==> config.mk <==
export PLATFORM = sky130hd
export DESIGN_NAME = sram_log_reader
export DESIGN_NICKNAME = d
export VERILOG_FILES = /design/src/rtl/sram_log_reader.sv
export SDC_FILE = /design/constraint.sdc
export NUM_CORES = 1
export LEC_CHECK = 0
export CAP_MARGIN = 20
export CORE_UTILIZATION = 32
export CTS_CLUSTER_DIAMETER = 60
export CTS_CLUSTER_SIZE = 12
export DETAILED_ROUTE_END_ITERATION = 10
export PLACE_DENSITY_LB_ADDON = 0.15
export SLEW_MARGIN = 30
export SYNTH_ARGS = -nofsm -noshare
export SYNTH_HDL_FRONTEND = slang
export SYNTH_SLANG_ARGS = --single-unit
==> constraint.sdc <==
create_clock -name clk -period 4.6 [get_ports clk]
set_input_delay 0.69 -clock clk [delete_from_list [all_inputs] [get_ports clk]]
set_output_delay 0.69 -clock clk [all_outputs]
set_load 0.05 [all_outputs]
==> src/rtl/sram_log_reader.sv <==
// sram_log_reader: walks a block of logged 16-bit samples in the external
// async SRAM and streams them out one word at a time over valid/ready.
// Read-only: the data bus is never driven from this side.
//
// state     | meaning
// ----------+--------------------------------------------------------------
// S_IDLE    | SRAM released, waiting for start
// S_SETUP   | address presented, CE/OE asserted (one cycle)
// S_WAIT    | access time elapsing; datos sampled when the counter hits 0
// S_PRESENT | SRAM released, rd_data offered until the consumer takes it
module sram_log_reader #(
    parameter int WAIT_CYCLES = 2
) (
    input  logic        clk,
    input  logic        reset,
    input  logic        start,
    input  logic        abort,
    input  logic [17:0] base_addr,
    input  logic [17:0] word_count,
    output logic [4:0]  sram_control,
    output logic [17:0] direcciones,
    inout  wire  [15:0] datos,
    output logic [15:0] rd_data,
    output logic        rd_valid,
    input  logic        rd_ready,
    output logic        busy,
    output logic        done
);

    typedef enum logic [1:0] {
        S_IDLE    = 2'd0,
        S_SETUP   = 2'd1,
        S_WAIT    = 2'd2,
        S_PRESENT = 2'd3
    } state_t;

    // {ce,oe,we,ub,lb}, active-low; we stays high in both encodings
    localparam logic [4:0] CTRL_OFF  = 5'b11111;
    localparam logic [4:0] CTRL_READ = 5'b00111;

    localparam int WW = (WAIT_CYCLES > 1) ? $clog2(WAIT_CYCLES) : 1;
    localparam logic [WW-1:0] WAIT_LOAD = WW'(WAIT_CYCLES - 1);

    state_t         state_q, state_nx;
    logic [17:0]    cnt_q, cnt_nx;
    logic [WW-1:0]  wait_q, wait_nx;
    logic [17:0]    addr_nx;
    logic [4:0]     ctrl_nx;
    logic [15:0]    data_nx;
    logic           valid_nx;
    logic           done_nx;

    // The reader only ever samples the bus.
    assign datos = 16'hzzzz;

    // State and registered outputs; reset drops the SRAM at once.
    always_ff @(posedge clk or negedge reset) begin
        if (!reset) begin
            state_q      <= S_IDLE;
            cnt_q        <= '0;
            wait_q       <= '0;
            direcciones  <= '0;
            sram_control <= CTRL_OFF;
            rd_data      <= '0;
            rd_valid     <= 1'b0;
            busy         <= 1'b0;
            done         <= 1'b0;
        end else begin
            state_q      <= state_nx;
            cnt_q        <= cnt_nx;
            wait_q       <= wait_nx;
            direcciones  <= addr_nx;
            sram_control <= ctrl_nx;
            rd_data      <= data_nx;
            rd_valid     <= valid_nx;
            busy         <= (state_nx != S_IDLE);
            done         <= done_nx;
        end
    end

    // Next state and next values of every registered output.
    always_comb begin
        state_nx = state_q;
        cnt_nx   = cnt_q;
        wait_nx  = wait_q;
        addr_nx  = direcciones;
        ctrl_nx  = sram_control;
        data_nx  = rd_data;
        valid_nx = rd_valid;
        done_nx  = 1'b0;

        if (state_q != S_IDLE && abort) begin
            // abort wins over a same-cycle handshake and never pulses done
            state_nx = S_IDLE;
            ctrl_nx  = CTRL_OFF;
            valid_nx = 1'b0;
        end else begin
            case (state_q)
                S_IDLE: begin
                    ctrl_nx = CTRL_OFF;
                    if (start) begin
                        if (word_count != 18'd0) begin
                            state_nx = S_SETUP;
                            addr_nx  = base_addr;
                            cnt_nx   = word_count;
                            ctrl_nx  = CTRL_READ;
                        end else begin
                            done_nx = 1'b1;
                        end
                    end
                end
                S_SETUP: begin
                    state_nx = S_WAIT;
                    wait_nx  = WAIT_LOAD;
                    ctrl_nx  = CTRL_READ;
                end
                S_WAIT: begin
                    if (wait_q == '0) begin
                        state_nx = S_PRESENT;
                        data_nx  = datos;
                        valid_nx = 1'b1;
                        ctrl_nx  = CTRL_OFF;
                    end else begin
                        wait_nx = wait_q - WW'(1);
                    end
                end
                S_PRESENT: begin
                    ctrl_nx = CTRL_OFF;
                    if (rd_ready) begin
                        valid_nx = 1'b0;
                        if (cnt_q > 18'd1) begin
                            // 18-bit address wraps naturally past 3FFFF
                            state_nx = S_SETUP;
                            addr_nx  = direcciones + 18'd1;
                            cnt_nx   = cnt_q - 18'd1;
                            ctrl_nx  = CTRL_READ;
                        end else begin
                            state_nx = S_IDLE;
                            done_nx  = 1'b1;
                        end
                    end
                end
                default: begin
                    state_nx = S_IDLE;
                    ctrl_nx  = CTRL_OFF;
                    valid_nx = 1'b0;
                end
            endcase
        end
    end

endmodule

==> flow_summary.ini <==
[floorplanning]
chip_width_um = 103
dieHeight_um = 103
floorplan.core_area_um2 = 9820
placementRows = 36
starting_density_pct = 33.0
die-area_um2 = 10500
num_io_pins = 99

[clocking]
cts_setup_buffers = 0
cts_made_buffers = 5
tritoncts = yes
clkSinkCount = 44
cts_max_path_buffers = 2
ctsResizeCount = 0
clkSlewWorstSetupHoldPaths_ps = 90
insertion_delay_ps = 310
cts_hold_buffers = 0
clock-root-buffer = clkbuf_8
cts_htree_levels = 2

[placed_design]
dp_cells = 570
placed_area_um2 = 3950
place.detailed.hpwl_mm = 6.94
gp_congestion = 0.864
io_buffers = 79

[logic_synthesis]
syn_area_um2 = 3240
ys_seq_elements = 44
post-synth-top-area-cell = dfrtp_1
async_set_reset_flop_share_out_of_synthesis_pct = 100
synth_top_flop_cell = dfrtp_1
yosysSeqAreaShare_pct = 34.0
post_synth_edffs = 0
synth.distinct_cells = 58
netlist.area_leader.share_pct = 33.2
synth.area.top_cells = dfrtp_1 33%, buf_4 8.6%, nand2_1 4.0%
yosys_warning_total = 0
number_of_instances_in_the_synthesized_netlist = 387
post_synth.cell_area_avg_um2 = 8.38

[drt]
postRouteWirelength_mm = 9.70
num_vias = 3168
drt-wirelength-per-cell_um = 16.8
detailedRoute.firstPassIterationCount = 5
drc_errors = 0
vias_per_cell = 5.48
drtIter0Drc = 229
ant_nets = 0

[cells_and_area]
layout.nets = 492
final_cells = 578
final_layout_size_suffix_gt1_share_pct = 5.62
fin_area_um2 = 4040
syn_to_final_growth_pct = 24.4
antenna_cells_inserted = 0

[grt]
grt_start_max_net_pins = 50
wire_length_of_the_first_global_routing_pass_mm = 15.4
busiest_layer = met2
grt-ovfl-total = 0
grt.met2_usage_pct = 29.9
antenna_found_initial = 0
grt_use_met1_pct = 27.0
grt_use_met3_pct = 2.58
globalRouteTotalUtil_pct = 19.0
first_global_vias = 2897

[power]
worst_ir_drop_vdd_v = 0.000252
cellLeakagePower_nw = 1.49
finalPower_w = 0.00248
power_per_cell_area_nw_per_um2 = 614

[sta]
finalHoldViolCount = 0
tightestPinTransition_ps = 908
min_period_over_period_pct = 67.6
post-route-min-period_ps = 3110
timing.hold.ws_ps = 382
clock_skew_ps = 8.20
fmaxAchievable_mhz = 322
timing.final.max_slew_violations = 0
setup_viol = 0
setup_total_negative_slack_ps = 0
rsz_0062_raised_after_global_routing = false
timing.max_slew.rel_slack_pct = 39.0

[setup_path]
path_class = primary input to register
crit_required_ps = 4800
cp.arrival_ps = 3310
timing.critical_path.to_type = register
crit_path_start_kind = primary input
crit_fanout = 11

[flow_run]
max-cap-violations = 0

[worst_hold_path]
hp_class = primary input to async pin

[outcome]
outcome = complete, no violations
power by group:
group / leakage (nW) / switching [W] / internal [W]
sequential: 0.518 / 0.000248 / 0.000576
clock: 0.0479 / 0.000148 / 0.000106
combinational: 0.920 / 0.000905 / 0.000494
critical path, cell delays in order:
cell             delay (ps)
clkdlybuf4s50_1         430
nor4_1                  560
nand4_1                 380
o21ai_2                 600
buf_4                   290
nor3_1                   70
a211o_1                 290
layer usage:
metal / share of wire, % / up-vias / wire [um]
met5: 0 / - / 0
met4: 1.4 / 0 / 136
met3: 5.8 / 14 / 559
met2: 46 / 114 / 4430
met1: 47 / 1502 / 4570
li1: - / 1538 / -
cells in the final DEF, fill, tap and decap left out, types with 5 or more instances in the layout:
cell / count
o311ai_0: 7
a21oi_1: 20
a21o_1: 5
nand2_1: 35
o31ai_1: 10
inv_1: 11
mux2i_1: 5
buf_4: 6
clkdlybuf4s50_1: 78
clkbuf_8: 5
conb_1: 19
nand4_1: 9
or3_1: 7
o21ai_0: 24
ha_1: 7
nor2_1: 25
a311oi_1: 5
a31oi_1: 15
nor4_1: 11
a211oi_1: 5
nor3_1: 13
dfrtp_1: 43
nand3_1: 14
o22ai_1: 7
path summary, 6_finish.rpt:
check,startpoint,endpoint,slack [ps],depth (start not counted)
setup / recovery,word_count[5],cnt_q[11],1490,7
hold / removal,reset,direcciones[16],380,1
setup reg to reg,state_q[1],cnt_q[1],1620,6
hold reg to reg,cnt_q[15],cnt_q[15],520,1
max in group asynchronous,reset,cnt_q[6],3820,1
min in group clk,cnt_q[15],cnt_q[15],520,1
per-stage QoR:
step,utilization [%],setup slack [ps]
CTS,41.1,1580
detailed placement,40.2,1240
global placement,40.2,1230
floorplan,-,2370
finish,41.1,1490
global route,41.1,1420
cell usage after synthesis, types with 3 or more instances:
library cell / count
inv_1: 11
nor3_1: 13
buf_4: 37
and4_1: 4
clkbuf_1: 5
nand4_1: 9
o21ai_0: 24
a31oi_1: 15
a21oi_1: 20
a311oi_1: 5
o211ai_1: 4
o31ai_1: 10
dfrtp_1: 43
nor2_1: 25
a211oi_1: 5
nor4_1: 11
or3_1: 7
nand3_1: 14
o41ai_1: 3
o311ai_0: 7
nand2_1: 35
o22ai_1: 7
nor2b_1: 3
nand2b_1: 4
ha_1: 7
buf_2: 5
mux2i_1: 5
a21o_1: 5
cell type report:
type,instances,area (um2)
fillers,1025,5780
multi-input cells,298,1810
flip-flops and latches,44,1100
repair buffers,84,826
well taps,133,166
clock buffers,5,68.8
inverters,11,41.3
clock inverters,3,18.8
sequential cells by signal (all words and copies together), names as in the netlist:
signal,cells
rd_valid,1
direcciones,18
sram_control,1
wait_q,1
rd_data,1
state_q,2
cnt_q,18
done,1
busy,1
logic make-up after synthesis:
family | count (synthesis) | synth area share [%]
other | 2 | 0.231
and+or+nand+nor | 140 | 22.7
muxes | 5 | 1.54
buffers and inverters | 62 | 12.1
AOI/OAI and AO/OA | 127 | 26.7
DFF | 44 | 34.0
adders and majority gates | 7 | 2.70
Power figures use the tool's default switching activity.
